<file path="src/rtl/hazard_sequencer_pkg.sv">
// Shared definitions for the hazard sequencer: divider FSM states and core constants.
package hazard_sequencer_pkg;

   typedef enum logic [1:0] {
      IDLE = 2'd0,
      BUSY = 2'd1,
      DONE = 2'd2
   } div_state_t;

   localparam int DIV_CYCLES_DEFAULT = 32;
   localparam int REG_IDX_W          = 5;

endpackage

</file>
<file path="src/rtl/sat_counter.sv">
// Width-parameterised up-counter that sticks at all-ones instead of wrapping.
module sat_counter #(
   parameter int W = 32
) (
   input  logic         clk,
   input  logic         reset,
   input  logic         inc,
   output logic [W-1:0] count
);

   always_ff @(posedge clk or posedge reset) begin
      if (reset) begin
         count <= '0;
      end else if (inc && (count != {W{1'b1}})) begin
         count <= count + {{(W-1){1'b0}}, 1'b1};
      end
   end

endmodule

</file>
<file path="src/rtl/hazard_sequencer.sv">
// Stall/flush controller for the five-stage core: taken control transfers,
// load-use hazards and the iterative divider, plus saturating perf counters.
module hazard_sequencer
   import hazard_sequencer_pkg::*;
#(
   parameter int DIV_CYCLES = DIV_CYCLES_DEFAULT,
   parameter int CNT_W      = 32
) (
   input  logic                 clk,
   input  logic                 reset,
   input  logic [REG_IDX_W-1:0] rs1D,
   input  logic [REG_IDX_W-1:0] rs2D,
   input  logic [REG_IDX_W-1:0] rdE,
   input  logic                 MemtoRegE,
   input  logic                 divE,
   input  logic                 BranchM,
   input  logic                 zeroM,
   input  logic                 JumpM,
   output logic                 stallF,
   output logic                 stallD,
   output logic                 stallE,
   output logic                 flushD,
   output logic                 flushE,
   output logic                 flushM,
   output logic                 pcsrcM,
   output logic                 div_start,
   output logic                 div_abort,
   output logic                 div_valid,
   output logic [CNT_W-1:0]     stall_cnt,
   output logic [CNT_W-1:0]     flush_cnt
);

   localparam int CW = $clog2(DIV_CYCLES);

   div_state_t    state;
   logic [CW-1:0] cnt;
   logic          takenM;
   logic          lduse;
   logic          div_hold;

   assign takenM   = (BranchM & zeroM) | JumpM;
   assign lduse    = MemtoRegE && (rdE != '0) && ((rdE == rs1D) || (rdE == rs2D));
   assign div_hold = ((state == IDLE) && divE) || (state == BUSY);

   // cnt holds the BUSY cycles still to run; leaving on cnt == 1 gives DIV_CYCLES-1 BUSY cycles
   always_ff @(posedge clk or posedge reset) begin
      if (reset) begin
         state <= IDLE;
         cnt   <= '0;
      end else begin
         case (state)
            IDLE: begin
               if (divE && !takenM) begin
                  state <= BUSY;
                  cnt   <= CW'(DIV_CYCLES - 1);
               end
            end
            BUSY: begin
               if (takenM) begin
                  state <= IDLE;
               end else begin
                  cnt <= cnt - CW'(1);
                  if (cnt == CW'(1)) begin
                     state <= DONE;
                  end
               end
            end
            DONE:    state <= IDLE;
            default: state <= IDLE;
         endcase
      end
   end

   always_comb begin
      stallF    = 1'b0;
      stallD    = 1'b0;
      stallE    = 1'b0;
      flushD    = 1'b0;
      flushE    = 1'b0;
      flushM    = 1'b0;
      pcsrcM    = 1'b0;
      div_start = 1'b0;
      div_abort = 1'b0;
      div_valid = 1'b0;
      if (!reset) begin
         div_valid = (state == DONE);
         if (takenM) begin
            pcsrcM    = 1'b1;
            flushD    = 1'b1;
            flushE    = 1'b1;
            flushM    = 1'b1;
            div_abort = (state == BUSY);
         end else if (div_hold) begin
            stallF    = 1'b1;
            stallD    = 1'b1;
            stallE    = 1'b1;
            flushM    = 1'b1;
            div_start = (state == IDLE);
         end else if (lduse) begin
            stallF = 1'b1;
            stallD = 1'b1;
            flushE = 1'b1;
         end
      end
   end

   sat_counter #(.W(CNT_W)) u_stall_cnt (
      .clk   (clk),
      .reset (reset),
      .inc   (stallF),
      .count (stall_cnt)
   );

   sat_counter #(.W(CNT_W)) u_flush_cnt (
      .clk   (clk),
      .reset (reset),
      .inc   (takenM),
      .count (flush_cnt)
   );

endmodule

</file>
<file path="config.mk">
export PLATFORM = sky130hd
export DESIGN_NAME = hazard_sequencer
export DESIGN_NICKNAME = d
export VERILOG_FILES = /design/src/rtl/hazard_sequencer_pkg.sv /design/src/rtl/sat_counter.sv /design/src/rtl/hazard_sequencer.sv
export SDC_FILE = /design/constraint.sdc
export NUM_CORES = 1
export LEC_CHECK = 0
export CAP_MARGIN = 20
export CORE_UTILIZATION = 30
export CTS_CLUSTER_SIZE = 16
export DETAILED_ROUTE_END_ITERATION = 12
export PLACE_DENSITY = 0.52
export SLEW_MARGIN = 30
export SYNTH_ARGS = -nofsm -noshare
export SYNTH_HDL_FRONTEND = slang
export SYNTH_SLANG_ARGS = --single-unit
</file>
<file path="constraint.sdc">
create_clock -name clk -period 4.9 [get_ports clk]
set_input_delay 1.225 -clock clk [delete_from_list [all_inputs] [get_ports clk]]
set_output_delay 1.225 -clock clk [all_outputs]
set_load 0.05 [all_outputs]
</file>
* Word level (Yosys, flattened, before mapping)
Index checks and enable logic that the tools add are counted.
Word-level totals: register bits after elaboration 71, bits of input ports 22, output and inout port bits 74, logic and storage cells 60
Operators by class: add/subtract/negate cells 3, equal/unequal tests 10, mux-type cells 27, bitwise operators 2, reduce and logical (&&, ||, !) cells 14
Operator list (number):
- adder 32 x 1 -> 32 bit, second input constant | 2
- != test 32 bit, second input constant | 2
- two-way mux 1 bit | 20
- == test 5 bit | 2
- two-way mux 5 bit | 2
- one-hot mux 5 bit (2 select lines) | 1
- logical AND 1 bit | 6
- two-way mux 2 bit | 3
- == test 5 x 1 -> 1 bit, second input constant | 1
- nonzero test 5 bit | 1
- subtractor 5 x 1 -> 5 bit, second input constant | 1
- != test 2 bit, second input constant | 2
- one-hot mux 2 bit (2 select lines) | 1
- != test 3 x 2 -> 1 bit, second input constant | 1
- AND reduction 3 bit | 1
- == test 2 x 1 -> 1 bit, second input constant | 1
- == test 2 bit, second input constant | 1
- zero test 2 bit | 1
- logical OR 1 bit | 2
- AND reduction 2 bit | 1
- nonzero test 2 bit | 1
- AND 1 bit | 1
- zero test 1 bit | 1
- OR 1 bit | 1

* Depth between registers and ports, before layout
Gate-level depths: netlist (run 1).
word-level depth 8, mapped depth 8, depth with buffers taken out 7

* Cells and area by module
From an unflattened synthesis (run 1), not the netlist that was laid out.
Second synthesis, totals: cell total of the unflattened synthesis 350, area total of the unflattened synthesis 3702.3 um^2
Modules (own cells, without submodules):
- sat_counter | instances 2, cells an instance 139, area each 1561.5 um^2, sequential area each 800.8 um^2
- hazard_sequencer | instances 1, cells an instance 72, area each 579.3 um^2, sequential area each 175.2 um^2

* Least setup slack after synthesis (run 1)
OpenSTA, ideal clock, no wires.
path type input -> output, start input port BranchM, end output port stallF, arrival time 3.739 ns, required time 3.675 ns, path slack -0.064 ns, cell stages on the path 8, path buffers 3, cell sequence a21oi_1 > nand2_2 > nor2_1 > nor2b_1 > buf_6 > buf_2 > nor2b_1 > buf_4
Between the ends: cells in the longest elaborated chain, start to end 4
RTL lines:
- start, declared | line hazard_sequencer.sv:16 | input logic BranchM,
- AND 1 bit | line hazard_sequencer.sv:41 | assign takenM = (BranchM & zeroM) | JumpM;
- OR 1 bit | line hazard_sequencer.sv:41
- two-way mux 1 bit (2 in a row)
- end, declared | line hazard_sequencer.sv:19 | output logic stallF,
Every way passes these cells.

* Final worst setup path (run 1)
start input port rdE[3], end output port flushE
Between the ends: cells in the longest elaborated chain, start to end 7, elaborated cells between the ends (all ways) 10, classes of those cells eq/ne (2); mux (4); reduce/logical (4)
RTL lines:
- start, declared | line hazard_sequencer.sv:13 | input logic [REG_IDX_W-1:0] rdE,
- == test 5 bit or nonzero test 5 bit (tied branches) | line hazard_sequencer.sv:42 | assign lduse = MemtoRegE && (rdE != '0) && ((rdE == rs1D) || (rdE == rs2D));
- logical OR 1 bit or logical AND 1 bit (tied branches) | line hazard_sequencer.sv:42
- logical AND 1 bit (*) | line hazard_sequencer.sv:42
- two-way mux 1 bit (*) | line hazard_sequencer.sv:99 | end else if (lduse) begin
- two-way mux 1 bit (*) | line hazard_sequencer.sv:93 | end else if (div_hold) begin
- two-way mux 1 bit (*) | line hazard_sequencer.sv:87 | if (takenM) begin
- two-way mux 1 bit (*) | line hazard_sequencer.sv:85 | if (!reset) begin
- end, declared | line hazard_sequencer.sv:23 | output logic flushE,
Every way passes the cells marked *; elsewhere a longest branch is shown, timed or not.

==> results.md, run 1 <==
* Final setup fails at 0
* Reg-to-reg setup timing slack at 2.65 ns
* Max IR drop VDD at 0.322 mV
* First-pass DRT Iterations at 4
* Layout cells sized above 1 at 11.1%
* Hold WS at 0.488 ns
* Mapped cell area at ~3800 sq um
* Layout Skew at 0.00714 ns
* Worst R2R Start: u_flush_cnt.count[0]
* Area leader, netlist: dfrtp_1
* ANT cells at 0
* Wire length per cell at roughly 15 microns
* Die W at approximately 110 microns
* Pwr dens at around 360 nW/um^2
* Hold_sp: u_stall_cnt.count[31]
* Initial antenna violation count at 0
* Setup TNS at 0 ns
* Post-route DRC at 0
* Post-synth net total at 390
* Static leakage at 2.31 nW
* F_max at 235 MHz
* Core area at 12200 sq um
* Buffer depth of the longest clock path at 2
* Hold path cells at 1
* Fin util at between 40 and 50%
* Crit Path Class: in -> out
* Final Slew Violations at 0
* Slowest CP cell: clkdlybuf4s50_1
* Asr flop ratio synth at 100%
* Io pins at 96
* Max-Slew Margin vs Limit at 54.9%
* Cts bufs inserted at 9
* CTS-repair resized insts at 0
* FF+latch count, synth at 71
* Status: complete, no violations
* Post-Synthesis Cells at about 360
* Pre-CTS WS at 0.672 ns
* Commonest register cell after synthesis: dfrtp_1
* Setup ws final at about 0.65 ns
* WP data arrival at approximately 3.0 ns
* Vias post-DR at 3021
* Ys Warns at 0
* Largest stage delay, worst path at 0.48 ns
* # Max-Cap Violations at 0
* Reg2reg end: u_flush_cnt.count[30]
* GRT Util Overall at between 15 and 20%
* Post-DRT Antenna Nets at 0
* Final Cycle Share at 86.8%
* Initial DRC Count at 155
* Hold Path Sink: u_stall_cnt.count[31]
* HPWL after detailed placement at 6580 microns
* CTS tree: built
* Starting Density at a little under a third
* Area delta synth->final at 41.3%
* Die ar. at ~13000 sq um
* Slew @ Worst Pin at ~0.68 ns
* Critical Path Start Type: input port
* Critical path peak fanout at 3
* Final wirelength at just over 9000 microns
* Reg2Reg Depth at 7
* Row count at 40
* Sink Count at about 70
* Hold Violations, Final at 0
* Pin count of the biggest net entering global routing at 72
* Vias in the first global route at 3062
* Synth unique cells at 48
* Port Buf Inserts at 95
* Post-synth EDFFs at 0
* CP Cell Sequence: clkdlybuf4s50_1 -> xor2_1 -> nor3_2 -> a22oi_1 -> or3_1 -> a21oi_1 -> buf_12
* Final #Nets at 490
* CTS root buf: clkbuf_16
* Global-route wire length before repair at between 15000 and 20000 microns
* H-tree depth at 3
* Post-CTS Setup Inserts at 0
* RSZ-0062 raised after global routing: false
* # hold bufs at CTS at 0
* Critical path endpoint category: output pin
* Via density at around 4.7
* Hold Crit Class: reg -> reg
* Largest cells by area after synthesis: dfrtp_1 (47%), xor2_1 (12%), xnor2_1 (5.3%)
* Syn Area/Cell at 10.4 sq um
* Synth top cells by count: dfrtp_1 (71), xor2_1 (50), nand2_1 (31)
* Die height at 114 microns
* Count leader, synth: dfrtp_1
* Worst-skew pair later-pin latency at 0.33 ns
* Clock transition at path regs at roughly 0.060 ns
* Min cycle time layout at 4.25 ns
* GPL Wtd Cong at around 0.79
* Total congestion overflow at 0
* WP data required at 3.67 ns
* Top-area cell type share of the netlist area at 47.0%
* Seq/Total Area, Yosys at 47.0%
## through the flow
step	area, sq um	cells	power, mW
global placement	4960	621	1.08
detailed placement	4960	621	1.08
finish	5340	637	1.90
floorplan	3780	364	0.944
global route	5340	637	1.98
CTS	5340	637	1.92
## metal layers
layer	share of wire (%)	up-vias	wire (microns)	GRT usage, %
met5	0	-	0	0
met4	0.72	0	67	4.85
met3	5.4	6	500	4.61
met2	46	67	4310	24.0
met1	48	1475	4430	20.5
li1	-	1473	-	-
## worst max-delay path, delay by kind of cell
family                    cells  cell delay, ns
xor gates and xnor gates      1            0.21
AOI/OAI and AO/OA             2            0.40
buffers and inverters         2            0.66
and+or+nand+nor               2            0.53
## cell usage in the layout (no fill, tap or decap), types with 6 or more instances in the layout
| master | instances |
|---|---|
| nand2_1 | 31 |
| and4_1 | 7 |
| nand4_1 | 16 |
| xor2_1 | 50 |
| clkbuf_16 | 9 |
| nor2_1 | 28 |
| buf_12 | 6 |
| dfrtp_1 | 71 |
| and3_1 | 7 |
| inv_1 | 7 |
| nor3_1 | 19 |
| xnor2_1 | 23 |
| clkdlybuf4s50_1 | 89 |
| nor4_2 | 6 |
| nand3_1 | 29 |
## worst max path at each step
stage | start | end | slack [ns] | cells past startpoint
after floorplan | reset | div_abort | 0.07 | 3
after global placement | rdE[0] | flushE | 0.66 | 7
after detailed placement | rdE[0] | flushE | 0.67 | 7
after CTS | rdE[0] | flushE | 0.65 | 7
after global routing | rdE[0] | flushE | 0.56 | 7
final | rdE[3] | flushE | 0.65 | 7
## logic make-up (layout without fill, tap and decap cells)
group                      count (synthesis)  count (layout)  share of synthesized area (%)
and+or+nand+nor                          178             178                           28.1
AOI/OAI and AO/OA                         18              18                           3.38
muxes                                      1               1                          0.298
xor gates and xnor gates                  73              73                           16.9
buffers and inverters                     19             124                           3.04
DFF                                       71              71                           47.0
adders and majority gates                  4               4                           1.32
## where the power goes
group | total, mW | switching, mW | internal, mW
registers | 0.691 | 0.0609 | 0.631
logic | 0.381 | 0.243 | 0.138
clock network | 0.825 | 0.249 | 0.577
## layout make-up
cell class,instances,area [sq um]
repair buffers,100,1050
inverters,8,30.0
clock inverters,5,128
clock buffers,11,253
multi-input cells,274,1890
flip-flops and latches,71,1780
fillers,1167,6820
well taps,168,210
## flip-flops by register name, summed over array words and instances (netlist names)
name               count
u_stall_cnt.count     32
cnt                    5
state                  2
u_flush_cnt.count     32
No activity file was read; power rests on OpenSTA's default activity.
==> run 2: changes to the inputs <==
- REMOVE_ABC_BUFFERS: unset -> 1
==> results.md, run 2 (synthesized netlist as in run 1, its figures left out) <==
* Status: complete, no violations
* WL met3 at 511 microns
* Worst-skew pair later-pin latency at 0.33 ns
* Io pins at 96
* Reg2Reg Depth at 7
* Core area at 12200 sq um
* GRT Util Overall at 15.1%
* Final Cycle Share at a little under nine tenths
* CTS tree: built
* WP data required at 3.67 ns
* Critical Path Start Type: input port
* Top Metal Used: met4
* Slew @ Worst Pin at 0.658 ns
* Final #Nets at 489
* Final setup fails at 0
* Critical path endpoint category: output pin
* Hold Path Sink: u_flush_cnt.count[31]
* Max IR drop VDD at 0.339 mV
* Hold_sp: u_flush_cnt.count[31]
* Pwr dens at between 300 and 400 nW/um^2
* Cts bufs inserted at 9
* Vias in the first global route at 3082
* Layout Skew at approximately 0.0085 ns
* Biggest regs: u_flush_cnt.count: 32 flops, u_stall_cnt.count: 32 flops, cnt: 5 flops
* # hold bufs at CTS at 0
* Reg2reg end: u_flush_cnt.count[24]
* Die W at around 110 microns
* Max-Slew Margin vs Limit at 56.2%
* F_max at 240 MHz
* Post-route DRC at 0
* Hold Crit Class: reg -> reg
* Critical path peak fanout at 10
* Leading cell type in the layout, fill and taps excluded: clkdlybuf4s50_1
* Vias post-DR at 3012
* Area delta synth->final at 38.2%
* HPWL after detailed placement at around 6500 microns
* Via density at between 4 and 5
* Row count at 40
* Post-CTS Setup Inserts at 0
* Min cycle time layout at 4.18 ns
* M1 wire length at a little over 4000 microns
* RSZ-0062 raised after global routing: false
* CTS root buf: clkbuf_16
* CTS-repair resized insts at 0
* Setup ws final at 0.725 ns
* Most frequent cells in the layout: clkdlybuf4s50_1 (89), dfrtp_1 (71), xor2_1 (50)
* Final wirelength at ~9000 microns
* Wire length per cell at ~14 microns
* First-pass DRT Iterations at 4
* Crit Path Class: in -> out
* Static leakage at 2.26 nW
* Die height at 114 microns
* Pre-CTS WS at 0.728 ns
* # Max-Cap Violations at 0
* Clock transition at path regs at 0.06 ns
* Reg-to-reg setup timing slack at 2.61 ns
* Initial antenna violation count at 0
* Total congestion overflow at 0
* Post-DRT Antenna Nets at 0
* Buffer depth of the longest clock path at 2
* Hold WS at 0.488 ns
* ANT cells at 0
* WP data arrival at 2.95 ns
* Die ar. at ~13000 sq um
* Setup TNS at 0 ns
* Pin count of the biggest net entering global routing at 72
* Hold Violations, Final at 0
* Worst R2R Start: u_flush_cnt.count[0]
* Layout cells sized above 1 at a little over a tenth
* GPL Wtd Cong at approximately 0.76
* Port Buf Inserts at 95
* Starting Density at 31.1%
* Global-route wire length before repair at approximately 15000 microns
* H-tree depth at 3
* Initial DRC Count at about 130
* Fin util at 43.0%
* Sink Count at just over 70
* Hold path cells at 1
* Final Slew Violations at 0
* WL met2 at 4300 microns
[run 2: metrics by stage]
stage	instance area [sq um]	std cells	total power, mW
6_report	5230	636	1.71
5_1_grt	5230	636	1.79
4_1_cts	5220	636	1.73
3_5_place_dp	4920	620	1.08
3_3_place_gp	4920	620	1.08
2_1_floorplan	3700	353	0.934
[run 2: worst max-delay path, cell delays in order]
cell and delay [ns]:
clkdlybuf4s50_1 0.48, a21oi_1 0.09, buf_4 0.18, a21oi_1 0.14
clkdlybuf4s50_1 0.82
[run 2: worst max path at each step]
stage | start | end | slack [ns] | cells after the start
after floorplan | BranchM | stallD | -1.10 | 5
after global placement | BranchM | flushM | 0.73 | 5
after detailed placement | rdE[1] | stallD | 0.73 | 6
after CTS | zeroM | flushM | 0.72 | 5
after global routing | zeroM | flushD | 0.64 | 5
final | zeroM | flushM | 0.72 | 5
[run 2: area by class of cell]
cell class                 count  area [sq um]
timing repair buffer          99          1020
inverter                       8          30.0
sequential                    71          1780
fill                        1181          6940
tap                          168           210
clock buffer                  14           284
multi-input combinational    274          1890
clock inverter                 2          12.5
[run 2: per-layer routing]
metal,track usage [%],vias to the layer above
li1,-,1478
met4,4.94,0
met1,19.0,1445
met5,0,-
met2,24.4,81
met3,5.03,8
[run 2: where the power goes]
group / switching [mW] / leakage [nW] / internal (mW)
registers: 0.0596 / 0.938 / 0.631
clock network: 0.243 / 0.145 / 0.397
logic: 0.240 / 1.18 / 0.135
